==> src/rtl/bt_cmd_pkg.sv <==
// Shared constants and FSM state type for the Bluetooth remote-command decoder.
package bt_cmd_pkg;

  localparam logic [7:0] CMD_KEEPALIVE = 8'h00;
  localparam logic [7:0] CMD_PREV      = 8'h01;
  localparam logic [7:0] CMD_NEXT      = 8'h02;
  localparam logic [7:0] CMD_VOL_UP    = 8'h03;
  localparam logic [7:0] CMD_VOL_DOWN  = 8'h04;
  localparam logic [7:0] CMD_JUMP_BASE = 8'h05;

  localparam logic [7:0] ACK_FLAG = 8'h80;
  localparam logic [7:0] ACK_ERR  = 8'hEE;

  typedef enum logic [1:0] {
    ST_IDLE,
    ST_DECODE,
    ST_ISSUE,
    ST_ACK
  } state_t;

endpackage

==> src/rtl/bt_track_dist.sv <==
// Combinational track-jump distance: target/current index -> backward/forward step count,
// either linear or shortest circular path (ties step forward).
module bt_track_dist #(
  parameter int TRACK_NUM = 7,
  parameter int WRAP      = 0,
  parameter int TRK_W     = 3
) (
  input  logic [TRK_W-1:0] target,
  input  logic [TRK_W-1:0] cur,
  output logic [TRK_W-1:0] prev,
  output logic [TRK_W-1:0] next
);

  if (WRAP != 0) begin : g_wrap
    localparam logic [TRK_W:0] NUM = (TRK_W+1)'(TRACK_NUM);
    logic [TRK_W:0] fwd;
    logic [TRK_W:0] bwd;

    always_comb begin
      prev = '0;
      next = '0;
      fwd  = (target >= cur) ? ({1'b0, target} - {1'b0, cur})
                             : ({1'b0, target} + NUM - {1'b0, cur});
      bwd  = (fwd == '0) ? '0 : (NUM - fwd);
      if (bwd < fwd) prev = bwd[TRK_W-1:0];
      else           next = fwd[TRK_W-1:0];
    end
  end else begin : g_linear
    always_comb begin
      prev = '0;
      next = '0;
      if (target < cur) prev = cur - target;
      else              next = target - cur;
    end
  end

endmodule

==> src/rtl/bt_cmd_decoder.sv <==
// Bluetooth remote-command decoder: RX byte -> PREV/NEXT/UP/DOWN command handshake,
// one-entry pending buffer with drop counter. Acknowledge path enabled by BT_CMD_ACK_EN.
module bt_cmd_decoder
  import bt_cmd_pkg::*;
#(
  parameter int TRACK_NUM = 7,
  parameter int WRAP      = 0,
  parameter int TRK_W     = ($clog2(TRACK_NUM) > 1) ? $clog2(TRACK_NUM) : 1
) (
  input  logic             CLK,
  input  logic             RST,
  input  logic             RX_VALID,
  input  logic [7:0]       RX_DATA,
  input  logic [TRK_W-1:0] CUR_TRACK,
  output logic             CMD_VALID,
  input  logic             CMD_READY,
  output logic [TRK_W-1:0] PREV,
  output logic [TRK_W-1:0] NEXT,
  output logic             UP,
  output logic             DOWN,
  output logic             TX_VALID,
  output logic [7:0]       TX_DATA,
  input  logic             TX_READY,
  output logic             ERR,
  output logic [7:0]       DROP_CNT
);

  localparam logic [TRK_W-1:0] LAST_TRACK = TRK_W'(TRACK_NUM - 1);
  localparam logic [8:0]       JUMP_END   = 9'(CMD_JUMP_BASE) + 9'(TRACK_NUM);

  state_t           state;
  logic [7:0]       cmd_byte;
  logic [7:0]       pend_byte;
  logic             pend_full;
  logic [TRK_W-1:0] cur_clamp;
  logic [TRK_W-1:0] target;
  logic [TRK_W-1:0] dist_prev;
  logic [TRK_W-1:0] dist_next;
  logic [TRK_W-1:0] dec_prev;
  logic [TRK_W-1:0] dec_next;
  logic             dec_up;
  logic             dec_down;
  logic             dec_err;
  logic             dec_cmd;
  logic             is_jump;
  logic             rx_hit;
  logic             fin;

  bt_track_dist #(
    .TRACK_NUM (TRACK_NUM),
    .WRAP      (WRAP),
    .TRK_W     (TRK_W)
  ) u_dist (
    .target (target),
    .cur    (cur_clamp),
    .prev   (dist_prev),
    .next   (dist_next)
  );

  always_comb begin
    rx_hit    = RX_VALID && (RX_DATA != CMD_KEEPALIVE);
    cur_clamp = (int'(CUR_TRACK) >= TRACK_NUM) ? LAST_TRACK : CUR_TRACK;
    is_jump   = (cmd_byte >= CMD_JUMP_BASE) && ({1'b0, cmd_byte} < JUMP_END);
    target    = TRK_W'(cmd_byte - CMD_JUMP_BASE);

    dec_prev = '0;
    dec_next = '0;
    dec_up   = 1'b0;
    dec_down = 1'b0;
    dec_err  = 1'b0;
    case (cmd_byte)
      CMD_PREV:     dec_prev = TRK_W'(1);
      CMD_NEXT:     dec_next = TRK_W'(1);
      CMD_VOL_UP:   dec_up   = 1'b1;
      CMD_VOL_DOWN: dec_down = 1'b1;
      default: begin
        if (is_jump) begin
          dec_prev = dist_prev;
          dec_next = dist_next;
        end else begin
          dec_err = 1'b1;
        end
      end
    endcase
    dec_cmd = dec_up | dec_down | (dec_prev != '0) | (dec_next != '0);

    // fin marks the last cycle of a command; the next byte is taken from here
`ifdef BT_CMD_ACK_EN
    fin = (state == ST_ACK) && TX_READY;
`else
    fin = ((state == ST_ISSUE) && CMD_READY) || ((state == ST_DECODE) && !dec_cmd);
`endif
  end

`ifndef BT_CMD_ACK_EN
  logic unused_tx_ready;
  assign unused_tx_ready = TX_READY;
  assign TX_VALID = 1'b0;
  assign TX_DATA  = '0;
`endif

  always_ff @(posedge CLK or posedge RST) begin
    if (RST) begin
      state     <= ST_IDLE;
      cmd_byte  <= '0;
      pend_byte <= '0;
      pend_full <= 1'b0;
      CMD_VALID <= 1'b0;
      PREV      <= '0;
      NEXT      <= '0;
      UP        <= 1'b0;
      DOWN      <= 1'b0;
      ERR       <= 1'b0;
      DROP_CNT  <= '0;
`ifdef BT_CMD_ACK_EN
      TX_VALID  <= 1'b0;
      TX_DATA   <= '0;
`endif
    end else begin
      ERR <= 1'b0;

      // A byte arriving as the current command finishes is never dropped: it either
      // refills the pending slot being consumed or is decoded directly.
      if ((state != ST_IDLE) && rx_hit) begin
        if (fin) begin
          if (pend_full) pend_byte <= RX_DATA;
        end else if (!pend_full) begin
          pend_full <= 1'b1;
          pend_byte <= RX_DATA;
        end else if (DROP_CNT != 8'hFF) begin
          DROP_CNT <= DROP_CNT + 8'd1;
        end
      end else if (fin) begin
        pend_full <= 1'b0;
      end

      case (state)
        ST_IDLE: begin
          if (rx_hit) begin
            cmd_byte <= RX_DATA;
            state    <= ST_DECODE;
          end
        end
        ST_DECODE: begin
          CMD_VALID <= dec_cmd;
          PREV      <= dec_prev;
          NEXT      <= dec_next;
          UP        <= dec_up;
          DOWN      <= dec_down;
          ERR       <= dec_err;
          if (dec_cmd) state <= ST_ISSUE;
`ifdef BT_CMD_ACK_EN
          else begin
            TX_VALID <= 1'b1;
            TX_DATA  <= dec_err ? ACK_ERR : (ACK_FLAG | cmd_byte);
            state    <= ST_ACK;
          end
`endif
        end
        ST_ISSUE: begin
          if (CMD_READY) begin
            CMD_VALID <= 1'b0;
            PREV      <= '0;
            NEXT      <= '0;
            UP        <= 1'b0;
            DOWN      <= 1'b0;
`ifdef BT_CMD_ACK_EN
            TX_VALID  <= 1'b1;
            TX_DATA   <= ACK_FLAG | cmd_byte;
            state     <= ST_ACK;
`endif
          end
        end
`ifdef BT_CMD_ACK_EN
        ST_ACK: begin
          if (TX_READY) begin
            TX_VALID <= 1'b0;
            TX_DATA  <= '0;
          end
        end
`endif
        default: state <= ST_IDLE;
      endcase

      // Overrides the per-state next state when a command completes
      if (fin) begin
        if (pend_full) begin
          cmd_byte <= pend_byte;
          state    <= ST_DECODE;
        end else if (rx_hit) begin
          cmd_byte <= RX_DATA;
          state    <= ST_DECODE;
        end else begin
          state <= ST_IDLE;
        end
      end
    end
  end

endmodule
==> config.mk <==
export PLATFORM = sky130hd
export DESIGN_NAME = bt_cmd_decoder
export DESIGN_NICKNAME = d
export VERILOG_FILES = /design/src/rtl/bt_cmd_pkg.sv /design/src/rtl/bt_track_dist.sv /design/src/rtl/bt_cmd_decoder.sv
export SDC_FILE = /design/constraint.sdc
export NUM_CORES = 1
export LEC_CHECK = 0
export ABC_AREA = 1
export BUFFER_PORTS_ARGS = -buffer_cell sky130_fd_sc_hd__buf_2
export CAP_MARGIN = 40
export CORE_MARGIN = 2
export CORE_UTILIZATION = 35
export DETAILED_ROUTE_END_ITERATION = 6
export PLACE_DENSITY = 0.6
export SKIP_LAST_GASP = 1
export SYNTH_ARGS = -nofsm -noshare
export SYNTH_HDL_FRONTEND = slang
export SYNTH_HIERARCHICAL = 1
export SYNTH_SLANG_ARGS = --single-unit
==> constraint.sdc <==
create_clock -name CLK -period 5.45 [get_ports CLK]
set_clock_uncertainty 0.05 [all_clocks]
set_input_delay 0.8175 -clock CLK [delete_from_list [all_inputs] [get_ports CLK]]
set_output_delay 0.8175 -clock CLK [all_outputs]
set_load 0.03 [all_outputs]
==> key figures, run 1 <==
Setup path
  – CP Max Fanout: 20
  – CP cell instances: buf_2 -> a21boi_0 -> ha_1 -> inv_1 -> fa_1 -> xnor2_1 -> nor2_1 -> o311ai_0 -> nand3_1 -> nand2_2 -> nand2_2 -> ha_1 -> nand2_1 -> mux2_2
  – Worst Path Required: 5.58 ns
  – Slowest cell on the critical path: ha_1
  – Setup Crit Path Kind: in2reg
  – Reg2Reg Setup Slack: 1.48 ns
  – Data arrival, critical path: 4.22 ns
  – Type of origin of the critical path: input pin
  – Crit end category: flop
  – CP max stage delay: 0.40 ns
  – Worst r2r path cells: 16

Detailed routing
  – DRC Markers: 0
  – DR vias/cell: 4.58
  – Highest Signal Layer: met4
  – DR iter-0 viols: 131
  – DRT Wirelength: 4.58 mm
  – Routed length per instance: 11.3 µm
  – Metal3 WL: 177 µm
  – Wire length on met1: 2.41 mm
  – Met2 wire len: 1.95 mm
  – DRT antenna net count: 0
  – DR vias: 1,859
  – 1st-pass router iterations: 4

Flow run
  – Max-cap violations: 0

Clock network
  – Post-CTS setup buffer count: 0
  – Clk sinks: 37
  – Deepest clock path buffer count: 2
  – Root Buffer: clkbuf_8
  – CTS hold repair buffers: 0
  – CTS tree: yes
  – Clk slew on worst S/H paths: 0.08 ns
  – Worst skew pair latency: 0.29 ns
  – Cts repair resizes: 0
  – Total CTS buffers: 5
  – H-tree Lvls: 2

Finish
  – ANT cells: 0
  – Fin nets: 355
  – Non-Filler Instances: 406
  – Area Growth Syn to Fin: 10.8%
  – Layout cell share with drive strength beyond 1: 20.9%
  – Layout fillers: 686

Timing
  – Fmax: 0.245 GHz
  – Max transition margin: 52.2%
  – Final min period: 4.09 ns
  – RSZ-0062 raised after global routing: false
  – Slew Viols, Final: 0
  – Setup violators final: 0
  – Setup total negative slack: 0 ns
  – Slew @ Worst Pin: 0.714 ns
  – Period utilization: 75.0%
  – Hold Vio Cnt, Final: 0

Synth
  – Syn avg cell area: 8.13 µm²
  – Share of the synthesized area in the top cell type: 38.6%
  – Dominant cell type by area after synthesis: dfrtp_1
  – Commonest cells post-synth: nand2_1 (72), dfrtp_1 (37), inv_1 (37), nor2_1 (22), o21ai_0 (21)
  – Async SR Flop Fraction: 100%
  – Area of the mapped netlist: 2400 µm²
  – Sequential-to-total area share from yosys stat: 38.6%
  – Top cells by area, synth: dfrtp_1 (39%), nand2_1 (11%), ha_1 (6.3%)
  – Count leader, synth: nand2_1
  – Synth Flop Type: dfrtp_1
  – Synthesized flop and latch total: 37
  – Yosys cell types: 35
  – Cells after Synth: 295
  – Synth Warn #: 6
  – Post-synth EDFFs: 0

Outcome
  – Status: completed

Power and ir drop
  – Clock network power share: 12.8%
  – Sequential share of power: 30.3%
  – Sw Share: 49.5%
  – Leak Pwr: 1.40 nW
  – Pwr dens: 571 nW/µm²
  – Logic gate share of total power: 56.9%
  – Switching pwr: 0.751 mW
  – Peak supply drop: 161 µV
  – Internal power: 0.765 mW

Floorplan
  – Core Box Area: 6720 µm²
  – Die width: 86.8 µm
  – Number of cell rows: 30
  – Die Ht: 86.8 µm
  – Initial core utilization: 35.7%
  – IO Count: 43
  – Die Area: 7530 µm²

Worst hold path
  – Worst hold path class: reg2reg
  – Hold Path Stages: 2

GRT
  – First-pass GRT wire length: 7.98 mm
  – Overflow after GRT: 0
  – Total global-route track usage: 13.2%
  – Vias in the first global route: 1,743
  – Largest net degree at the start of global routing: 38
  – Initial antenna violation count: 0

Placement
  – Post-DP HPWL: 3.42 mm
  – Placed insts: 398
  – Gpl congestion: 0.785
  – Count of buffers from port buffering: 32
-- path summary, 6_finish.rpt --
path                                   start            to
worst max-delay path            CUR_TRACK[1]  pend_byte[2]
worst min-delay path               CMD_VALID     CMD_VALID
worst max register to register   cmd_byte[0]  pend_byte[2]
worst min register to register     CMD_VALID     CMD_VALID
max in group asynchronous                RST  pend_byte[1]
min in group asynchronous                RST   DROP_CNT[6]
-- registers in the layout (all words and copies together), names as in the netlist --
register   cells
DROP_CNT       8
NEXT           3
CMD_VALID      1
PREV           3
cmd_byte       8
DOWN           1
UP             1
pend_full      1
state          2
ERR            1
pend_byte      8
-- critical path: cells and delay by family --
kind                     cells  cell delay (ns)
adder cells (fa/ha/maj)      3             1.06
AND/OR/NAND/NOR              5             1.04
AO/OA/AOI/OAI                2             0.56
multiplexers                 1             0.39
buffers and inverters        2             0.20
XOR/XNOR                     1             0.16
-- cell usage in the layout (no fill, tap or decap), types with 2 or more instances in the layout --
cell,n
a21oi_2,3
o21ai_2,9
nor3_1,3
buf_2,32
clkbuf_8,5
dfrtp_1,37
nor2_1,22
clkinv_2,2
o22ai_1,2
nand2_2,6
mux2_2,4
nand3_1,9
nor4_1,2
mux2i_1,6
nand2_1,72
conb_1,9
clkinv_1,2
xor2_1,6
o31ai_1,3
ha_1,12
o21ai_0,21
nor2_2,3
nand4_1,2
inv_1,37
fa_1,2
xnor2_1,4
o211ai_1,2
-- area by class of cell --
type / instances / area, µm² / share of cell area (%)
Timing Repair Buffer: 33 / 168 / 6.31
Clock buffer: 5 / 68.8 / 2.59
Tap cell: 80 / 100 / 3.77
Clock inverter: 3 / 17.5 / 0.660
Inverter: 39 / 146 / 5.51
Sequential cell: 37 / 926 / 34.9
Multi-Input combinational cell: 209 / 1230 / 46.3
-- metrics by stage --
step | power [mW] | hold slack, ns | setup slack [ns] | utilization (%) | instance area [µm²]
3_5_place_dp | 1.33 | 0.413 | 1.04 | 38.2 | 2570
3_3_place_gp | 1.31 | 0.411 | 1.09 | 38.2 | 2570
2_1_floorplan | 1.21 | 0.403 | 1.93 | - | 2430
4_1_cts | 1.53 | 0.435 | 1.33 | 39.5 | 2660
6_report | 1.52 | 0.428 | 1.36 | 39.5 | 2660
5_1_grt | 1.67 | 0.448 | 1.06 | 39.5 | 2660
-- layer usage --
metal | vias up | global-route usage, %
met4 | 0 | 3.41
li1 | 979 | -
met5 | - | 0
met2 | 35 | 20.1
met3 | 5 | 2.67
met1 | 840 | 19.1
-- cells by family after synthesis --
family	synth area share [%]
other cells	0.156
simple gates	21.4
mux	4.38
xor+xnor	3.65
flops	38.6
fa+ha+maj	7.93
buf+inv	11.4
compound gates	12.5
-- power by group through the flow --
stage	logic, mW	clock network (mW)	registers (mW)
after floorplan	0.710	0	0.499
after global placement	0.851	0	0.464
after detailed placement	0.868	0	0.466
after CTS	0.870	0.200	0.461
after global routing	0.989	0.212	0.473
final	0.862	0.194	0.459
Note: power is estimated with default switching activity, not from simulation.
==> inputs of run 2 (changes only) <==
ABC_AREA = 0   (was 1)
clock period = 4.2 ns   (was 5.45 ns; I/O delays follow)
==> run 2 against run 1 <==
Core utilization increased by 1.3 points. Synthesized area rose by 0.21%. Non-clock buffer count is 5 higher. Critical path depth is 1 lower. Sequential power is 34% higher. Global-route usage up 1.0 points. Via count fell by 3.0%. Largest power group unchanged.
==> key figures, run 2 <==
Outcome
  – Status: completed

Flow run
  – Max-cap violations: 0 (unchanged)

Finish
  – Fin nets: 300 (-15%)
  – Commonest non-fill, non-tap cell in the layout: dfrtp_1
  – Area of the multi-input gates: 1360 µm² (+11%)
  – Commonest cells after routing, fill and taps aside: dfrtp_1 (37), buf_2 (32), mux2i_1 (17)
  – Non-Filler Instances: 351 (-14%)
  – Layout fillers: 682 (-0.58%)
  – Top Registers: DROP_CNT (8), cmd_byte (8), pend_byte (8)
  – Area Growth Syn to Fin: 14.3%
  – Layout cell share with drive strength beyond 1: 21.8% (+0.91 points)
  – ANT cells: 0 (unchanged)
  – Seq. cell area: 926 µm² (unchanged)

GRT
  – First-pass GRT wire length: 8.55 mm (+7.2%)
  – Initial antenna violation count: 0 (unchanged)
  – Total global-route track usage: 14.2% (+1.0 points)
  – Overflow after GRT: 0 (unchanged)
  – Vias in the first global route: 1,815 (+4.1%)
  – Largest net degree at the start of global routing: 38 (unchanged)

Clock network
  – CTS hold repair buffers: 0 (unchanged)
  – Deepest clock path buffer count: 2 (unchanged)
  – Total CTS buffers: 5 (unchanged)
  – Root Buffer: clkbuf_8
  – Clk slew on worst S/H paths: 0.08 ns (about the same)
  – H-tree Lvls: 2 (unchanged)
  – CTS tree: yes
  – Clk sinks: 37 (unchanged)
  – Worst skew pair latency: 0.29 ns (about the same)

Setup path
  – CP max stage delay: 0.56 ns (+0.16 ns)
  – Slowest cell on the critical path: or4_1
  – Worst Path Buf+Inv: 1 (-1)
  – Worst Path Required: 4.33 ns (-1.25 ns)
  – Crit path from: cmd_byte[0]
  – Type of origin of the critical path: flop
  – CP cell instances: inv_1 -> ha_1 -> xnor2_2 -> ha_1 -> or2_1 -> o31a_1 -> and2_1 -> or4_1 -> o31ai_4 -> a21oi_1 -> ha_1 -> nand3_4 -> mux2_1
  – Worst path top cell family by delay: simple AND/OR/NAND/NOR gates
  – CP Max Fanout: 8 (-60%)
  – Crit end category: flop
  – Data arrival, critical path: 4.02 ns (-0.20 ns)
  – Origin of the critical flop-to-flop path: cmd_byte[0]
  – Setup Crit Path Kind: reg2reg
  – Most frequent CP cell: ha_1

Floorplan
  – Die Ht: 86.8 µm (about the same)
  – Number of cell rows: 30 (unchanged)
  – Die Area: 7540 µm² (+0.20%)
  – Die width: 86.8 µm (about the same)
  – Core Box Area: 6720 µm² (unchanged)
  – Initial core utilization: 35.8% (+0.074 points)
  – IO Count: 43 (unchanged)

Detailed routing
  – Routed length per instance: 14.2 µm (+26%)
  – 1st-pass router iterations: 4 (unchanged)
  – DR vias/cell: 5.14 (+12%)
  – DR vias: 1,804 (-3.0%)
  – DRC Markers: 0 (unchanged)
  – DRT Wirelength: 4.98 mm (+8.9%)
  – DR iter-0 viols: 47 (-64%)
  – DRT antenna net count: 0 (unchanged)

Synth
  – Mux cell area share after synthesis: 11.3% (+6.9 points)
  – Dominant cell type by area after synthesis: dfrtp_1
  – Share of the synthesized area in the top cell type: 38.5% (-0.080 points)
  – Synth Warn #: 6 (unchanged)
  – Count leader, synth: dfrtp_1
  – Async SR Flop Fraction: 100% (unchanged)
  – Post-synthesis xor/xnor area fraction: 2.92% (-0.74 points)
  – Post-synthesis simple-gate area fraction: 14.3% (-7.1 points)
  – Synthesized flop and latch total: 37 (unchanged)
  – Syn avg cell area: 10.2 µm² (+26%)
  – Compound-Gate Fraction of Synth Area: 17.3% (+4.8 points)
  – Largest family of logic cells by synthesized area: compound AO/OA/AOI/OAI gates
  – Post-synthesis adder-cell area fraction: 8.39% (+0.45 points)
  – Area of the mapped netlist: 2400 µm² (+0.21%)
  – Cells after Synth: 235 (-20%)
  – Commonest cells post-synth: dfrtp_1 (37), mux2i_1 (17), inv_1 (14), o21ai_0 (14)
  – Yosys cell types: 57 (+63%)
  – Top cells by area, synth: dfrtp_1 (39%), mux2i_1 (7.1%), ha_1 (6.3%)
  – Sequential-to-total area share from yosys stat: 38.5% (-0.080 points)
  – Post-synth EDFFs: 0 (unchanged)
  – Synth Flop Type: dfrtp_1

Power and ir drop
  – Pwr dens: 802 nW/µm² (+41%)
  – Peak supply drop: 339 µV (+110%)
  – Leak Pwr: 1.35 nW (-3.6%)

Timing
  – Final min period: 3.89 ns
  – Period utilization: 92.7%
  – Setup violators final: 0 (unchanged)
  – Slew Viols, Final: 0 (unchanged)
  – Hold Vio Cnt, Final: 0 (unchanged)
  – Slew @ Worst Pin: 0.499 ns (-0.215 ns)
  – Fmax: 0.257 GHz
  – Worst hold slack: 0.383 ns (-0.0456 ns)
  – Max transition margin: 66.4% (+14 points)

Placement
  – Gpl congestion: 0.761 (-3.0%)
  – Count of buffers from port buffering: 32 (unchanged)
  – Post-DP HPWL: 3.65 mm (+6.7%)
  – Placed insts: 342 (-14%)

Worst hold path
  – Worst hold path class: in2async
-- run 2: final timing paths --
check	slack, ns	depth (start not counted)	end
min in group CLK	0.43	2	PREV[0]
worst max register to register	0.31	13	pend_byte[6]
max in group asynchronous	3.39	3	PREV[0]
worst max-delay path	0.31	13	pend_byte[6]
worst min register to register	0.43	2	PREV[0]
worst min-delay path	0.38	3	DROP_CNT[6]
-- run 2: stage by stage --
step                cell area [µm²]  setup TNS, ns  utilization, %  total power, mW  worst slack, ns
floorplan                      2430              0               -             1.58            0.317
global placement               2610              0            38.9             1.84            0.102
detailed placement             2610              0            38.9             1.87           0.0380
CTS                            2720              0            40.5             2.18           0.0630
global route                   2750      -0.000701            40.9             2.42        -0.000701
finish                         2750              0            40.9             2.20            0.305
-- run 2: worst register-to-register path: stages, from the launching register on --
cell and delay (ns):
dfrtp_1 0.41, inv_1 0.14, ha_1 0.30, xnor2_2 0.16, ha_1 0.34, or2_1 0.26, o31a_1 0.14, and2_1 0.18
or4_1 0.56, o31ai_4 0.27, a21oi_1 0.14, ha_1 0.34, nand3_4 0.15, mux2_1 0.35
-- run 2: cell type report --
class / instances / share of cell area [%]
inverters: 14 / 1.91
clock buffers: 7 / 3.51
well taps: 80 / 3.65
flip-flops and latches: 37 / 33.7
clock inverters: 1 / 0.182
repair buffers: 38 / 7.47
multi-input cells: 174 / 49.5
-- run 2: routing by layer --
metal  global-route usage, %  up-vias  share of wire (%)
li1                        -      897                  -
met1                    19.5      863                 49
met2                    22.6       41                 46
met3                    3.43        3                4.9
met4                    3.41        0               0.38
met5                       0        -                  0
-- run 2: power by group --
part | internal (mW) | switching [mW]
clock | 0.148 | 0.131
combinational | 0.581 | 0.730
sequential | 0.490 | 0.123
total | 1.22 | 0.984
-- run 2: cells by family after synthesis --
kind of cell | Yosys count
compound gates | 57
mux | 26
other cells | 1
buf+inv | 32
flops | 37
xor+xnor | 8
simple gates | 59
fa+ha+maj | 15
-- run 2: repair_timing --
item                                   4_1_cts  5_1_grt
setup endpoints to repair                    5       11
gates resized for setup                      1        2
pin swaps                                    0        1
setup buffers                                0        1
endpoints found under the hold margin        0        0
